===== config.mk =====
export PLATFORM = sky130hd
export DESIGN_NAME = fp2int
export DESIGN_NICKNAME = d
export VERILOG_FILES = /design/src/rtl/fp2int.sv
export SDC_FILE = /design/constraint.sdc
export NUM_CORES = 1
export LEC_CHECK = 0
export BUFFER_PORTS_ARGS = -buffer_cell sky130_fd_sc_hd__buf_2
export CAP_MARGIN = 5
export CORE_MARGIN = 4
export CORE_UTILIZATION = 61
export CTS_BUF_LIST = sky130_fd_sc_hd__clkbuf_4
export DETAILED_ROUTE_END_ITERATION = 7
export GPL_TIMING_DRIVEN = 0
export PLACE_DENSITY = 0.95
export SYNTH_ARGS = -nofsm -noshare
export SYNTH_HDL_FRONTEND = slang
export SYNTH_SLANG_ARGS = --single-unit

===== constraint.sdc =====
create_clock -name clk -period 4.9 [get_ports clk]
set_clock_uncertainty 0.2 [all_clocks]
set_input_delay 0.49 -clock clk [delete_from_list [all_inputs] [get_ports clk]]
set_output_delay 0.49 -clock clk [all_outputs]
set_load 0.02 [all_outputs]

===== src/rtl/fp2int.sv =====
// Sequential converter from the lab 8-bit float (s, e[2:0] bias 3, m[3:0], hidden 1)
// to an 8-bit two's-complement integer, truncating toward zero via an iterative shifter.
module fp2int (
   input  logic       clk,
   input  logic       clr,
   input  logic       start,
   input  logic [7:0] a,
   output logic [7:0] q,
   output logic       busy,
   output logic       done
);

   typedef enum logic [1:0] {
      IDLE  = 2'd0,
      SHIFT = 2'd1,
      DONE  = 2'd2
   } state_t;

   state_t      state, state_nxt;
   logic [11:0] r;
   logic [2:0]  cnt;
   logic        sg;
   logic [7:0]  mag;

   // Integer part of 1.mmmm x 2^e lands in R[11:7] once all e shifts are done.
   assign mag = {3'b000, r[11:7]};

   // ---------------- controller ----------------
   // NOTE: every combinational output gets a default before the case, so no latch is inferred.
   always_comb begin
      state_nxt = state;
      case (state)
         IDLE:    if (start) state_nxt = SHIFT;
         SHIFT:   if (cnt == 3'd0) state_nxt = DONE;
         DONE:    state_nxt = IDLE;
         default: state_nxt = IDLE;
      endcase
   end

   // NOTE: sequential state uses non-blocking assignments so all flops update from pre-edge values.
   always_ff @(posedge clk) begin
      if (clr) state <= IDLE;
      else     state <= state_nxt;
   end

   // ---------------- datapath ----------------
   always_ff @(posedge clk) begin
      if (clr) begin
         r   <= '0;
         cnt <= '0;
         sg  <= 1'b0;
         q   <= '0;
      end else begin
         case (state)
            IDLE: begin
               if (start) begin
                  r   <= {7'b0000000, 1'b1, a[3:0]};
                  cnt <= a[6:4];
                  sg  <= a[7];
               end
            end
            SHIFT: begin
               if (cnt != 3'd0) begin
                  r   <= r << 1;
                  cnt <= cnt - 3'd1;
               end else begin
                  // Negating a zero magnitude yields 8'h00, so there is no -0 result.
                  q <= sg ? (8'd0 - mag) : mag;
               end
            end
            default: ;
         endcase
      end
   end

   assign busy = (state != IDLE);
   assign done = (state == DONE);

endmodule


# After elaboration in Yosys (flattened, before gate mapping)
# Cells that the tools add are included.
[totals]
ff_bits = 26
inputBits = 11
output_inout_bits = 10
wordCells = 32
[classes]
mux = 10
n_eq_ne = 5
bitwise_logic = 1
n_reduce_logical = 9
n_addsub = 2
[op_table]
columns = ["operator", "n"]
rows = [
  ["2-to-1 mux 12 bit", 2],
  ["case mux 12 bit (2 select lines)", 1],
  ["2-to-1 mux 8 bit", 1],
  ["2-to-1 mux 3 bit", 2],
  ["inequality test 2 bit, second input constant", 3],
  ["case mux 3 bit (2 select lines)", 1],
  ["AND reduction 2 bit", 3],
  ["subtractor 1 x 5 -> 6 bit, first input constant", 1],
  ["2-to-1 mux 2 bit", 2],
  ["case mux 2 bit (2 select lines)", 1],
  ["nonzero test 2 bit", 2],
  ["zero test 3 bit", 1],
  ["AND reduction 3 bit", 1],
  ["nonzero test 3 bit", 1],
  ["subtractor 3 x 1 -> 3 bit, second input constant", 1],
  ["== test 2 x 1 -> 1 bit, second input constant", 1],
  ["== test 2 bit, second input constant", 1],
  ["zero test 2 bit", 1],
  ["NOT 1 bit", 1],
]

# Depth between registers and ports, before layout
[logic_depth]
word_depth = 3
ltp_mapped = 8

# Least setup slack after synthesis
# Ideal clock, no wire load.
[synth_path]
path_type = "reg2reg"
start = "register cnt[0]"
end = "register cnt[1]"
t_arrival_ns = 1.527
stages_incl_launch_ff = 9
setup_ns = 0.071
n_path_buf = 2
path_slack_ns = 3.102
synth_period_minus_slack_ns = 1.798
cell_sequence = "dfxtp_1 -> inv_1 -> ha_1 -> nor2b_1 -> buf_6 -> a211oi_4 -> buf_6 -> o211ai_1 -> a21oi_1"
[synth_via]
elab_chain_cells = 3
word_cells_on_any_way = 6
classes_between = "1 x add/sub; 1 x eq/ne; 2 x mux; 2 x reduce/logical"
[synth_rtl]
columns = ["item", "line_no", "rtl"]
rows = [
  ["from (decl)", "21", "logic [2:0] cnt;"],
  ["from (signal assigned)", "58", "cnt <= a[6:4];"],
  ["from (signal assigned)", "65", "cnt <= cnt - 3'd1;"],
  ["subtractor 3 x 1 -> 3 bit or nonzero test 3 bit (tied branches)", "65, 63", ""],
  ["2-to-1 mux 3 bit or inequality test 2 bit (tied branches)", "--", ""],
  ["case mux 3 bit (2 select lines) or AND reduction 3 bit (tied branches)", "--", ""],
]
# Parallel ways exist; a longest one is shown, timed or not. The select of a mux whose other input is x is not followed.
# A chain may end at the register's enable or synchronous reset.

# Worst setup path in the final report
[layout_path]
start = "register state[1]"
end = "output busy"
[layout_via]
elab_chain_cells = 1
[layout_rtl]
columns = ["item", "line_no", "rtl"]
rows = [
  ["from (decl)", "19", "state_t state, state_nxt;"],
  ["from (signal assigned)", "43", "else state <= state_nxt;"],
  ["nonzero test 2 bit", "76", "assign busy = (state != IDLE);"],
  ["to (decl)", "9", "output logic busy,"],
]
# No other way between the ends.

==> results.yml <==
run_status:
  status: "finished, final reports clean"
yosys:
  netlist_top_cells_count: "dfxtp_1 (24), nor2_1 (16), a21oi_1 (14), nand2_1 (13), a211oi_1 (7)"
  netlist_instances: 134
  syn-cell-area_um2: 1150
  synth_seq_cells: 24
  mappedNetlistNets: 148
  synth_edf_count: 0
  synth_top_area_share_pct: 41.8
  async_reset_ff_share_pct: 0
  synth_area_leaders: "dfxtp_1 (42%), a21oi_1 (6.1%), mux2i_1 (5.2%), nor2_1 (5.2%), a211oi_1 (4.6%)"
  ys_types: 33
  syn_area_per_cell_um2: 8.57
  ys_seq_area_share_pct: 41.8
  netlist.top_cell.by_area: "dfxtp_1"
  synth_most_common_cell: "dfxtp_1"
  yosys_warnings: 0
  ys.flop_type: "dfxtp_1"
sta:
  finalWorstPathRequiredPeriod_ns: 2.14
  fmax_mhz: 468
  tns_ns: 0
  period_share_pct: 43.6
  tightest_slew_ns: 0.466
  finalSetupViolations: 0
  rsz0062_at_grt: "false"
  relSlewSlack_pct: 69.0
  hold_viol: 0
  timing.final.max_slew_violations: 0
power_and_ir_drop:
  pwr-share-clk_pct: 28.5
  comb_power_share_pct: 26.5
  pwr_density_cell_nw_per_um2: 373
  peakVddDrop_v: 0.000294
  intPower_w: 0.000350
  seq_power_share_pct: 45.0
  p_sw_share_pct: 29.5
  cellLeakagePower_nw: 0.548
  switchingPower_w: 0.000146
place:
  io_buffer_count: 20
  place_congestion: 0.783
  hpwl_um: 1700
  placed_area_um2: 1280
worst_setup_path:
  reg2reg_depth: 8
  cp-end-kind: "output pin"
  timing.rr.end: "cnt[1]"
  path_buf_inv: 3
  worstPathCellList: "clkbuf_1, nor2_1, inv_1, buf_2"
  cp.arrival_ns: 1.45
  worstPathMaxFanout: 10
  criticalPathCategory: "flop to output pin"
  slowest_delay_ns: 0.37
  required_ns: 4.21
  start_kind: "flop"
  r2r_start: "cnt[0]"
  cp_top_family: "buffers and inverters"
  worst-r2r-setup-slack_ns: 2.87
  slowest_stage: "clkbuf_1"
grt:
  grt.total_usage_pct: 19.1
  grt_pass1_vias: 965
  grt_max_degree: 15
  grt_pass1_wl_um: 3990
  antenna_found_initial: 0
  grt_overflow: 0
die:
  die_w_um: 51.4
  initial_utilization_pct: 65.1
  rows: 15
  pin_count: 21
  die_h_um: 51.4
  coreArea_um2: 1760
  die_area_um2: 2640
min_path:
  hold_path.class: "primary input to flop"
  whs_path_depth: 3
  min_to: "sg"
  min_from: "a[7]"
route:
  drt_pass1_iterations: 4
  drcViolationCount: 0
  wl_um: 2280
  wl_per_cell_um: 12.5
  ant_nets: 0
  drt_iter0_drc: 7
  vias: 980
  vias_per_cell: 5.36
finish:
  area_delta_synth_final_pct: 16.0
  layout-drive-gt1-share_pct: 22.8
  regArea_um2: 480
  multi_input_area_um2: 569
  n_antenna_cell: 0
  nNetsFinal: 173
  fillers: 130
  fin_area_um2: 1330
cts:
  path_clk_slew_ns: 0.13
  numCtsBuffers: 3
  clk_latency_ns: 0.31
  cts_hold_buf: 0
  clockBufferDepth: 2
  post_cts_buffers: 0
  cts_tree: "yes"
  cts.sinks: 24
  htree_levels: 1
  root_buffer: "clkbuf_4"
  cts_resized: 0
run:
  drv_cap: 0
## per-stage QoR
stage / instances / util, % / setup WS, ns / hold slack (ns) / total power (W)
after detailed placement: 179 / 72.6 / 2.91 / 0.246 / 0.000358
after floorplan: 134 / - / 3.10 / 0.232 / 0.000326
after global routing: 183 / 75.5 / 2.65 / 0.212 / 0.000522
final: 183 / 75.5 / 2.76 / 0.220 / 0.000496
after CTS: 183 / 75.5 / 2.75 / 0.209 / 0.000499
after global placement: 179 / 72.6 / 2.99 / 0.240 / 0.000352
## layout make-up
class / instances / share of cell area [%]
repair buffers: 20 / 7.51
inverters: 6 / 1.69
plain buffers: 12 / 5.73
clock buffers: 3 / 1.69
flip-flops and latches: 24 / 36.1
clock inverters: 1 / 2.25
multi-input cells: 92 / 42.7
well taps: 25 / 2.35
## registers in the layout, indices dropped and copies added (netlist names)
register,count
state,2
sg,1
r,12
cnt,3
q,6
## power groups by stage
stage                     logic (W)  clock network, W  registers, W
final                      0.000131          0.000141      0.000224
after global routing       0.000147          0.000150      0.000226
after CTS                  0.000132          0.000144      0.000224
after detailed placement   0.000130                 0      0.000228
after floorplan           0.0000940                 0      0.000232
after global placement     0.000125                 0      0.000227
## tightest hold or removal path: cells and delay by family
family | cells | cell delay, ns
multiplexers | 1 | 0.05
AND/OR/NAND/NOR | 1 | 0.08
buffers and inverters | 1 | 0.08
## worst max-delay path by stage
stage,from,end,slack (ns),cells past startpoint
floorplan,cnt[0],cnt[1],3.10,8
global placement,cnt[0],cnt[1],2.99,8
detailed placement,cnt[0],r[11],2.91,8
CTS,state[1],busy,2.75,4
global route,state[1],busy,2.65,4
finish,state[1],busy,2.76,4
## placed cells by master, fill, tap and decap left out, types with 5 or more instances in the layout
cell type,instances
buf_2,23
nor2_1,16
nor2b_1,5
nand2_1,13
nand3_1,6
a211oi_1,7
a21oi_1,14
dfxtp_1,24
inv_1,6
mux2i_1,6
## kinds of logic after synthesis
| logic type | count (synthesis) | share of synthesized area, % |
|---|---|---|
| compound gates | 31 | 18.2 |
| xor+xnor | 3 | 2.29 |
| fa+ha+maj | 3 | 3.27 |
| buf+inv | 18 | 8.60 |
| flops | 24 | 41.8 |
| mux | 7 | 6.21 |
| simple gates | 48 | 19.6 |
## layer usage
metal / global-route usage, % / vias to the layer above / part of all wire (%)
met5: 0 / - / 0
met4: 7.86 / 0 / 0.53
met3: 2.92 / 2 / 3.7
met2: 33.3 / 21 / 49
met1: 23.1 / 454 / 46
li1: - / 503 / -
Power figures use the tool's default switching activity.
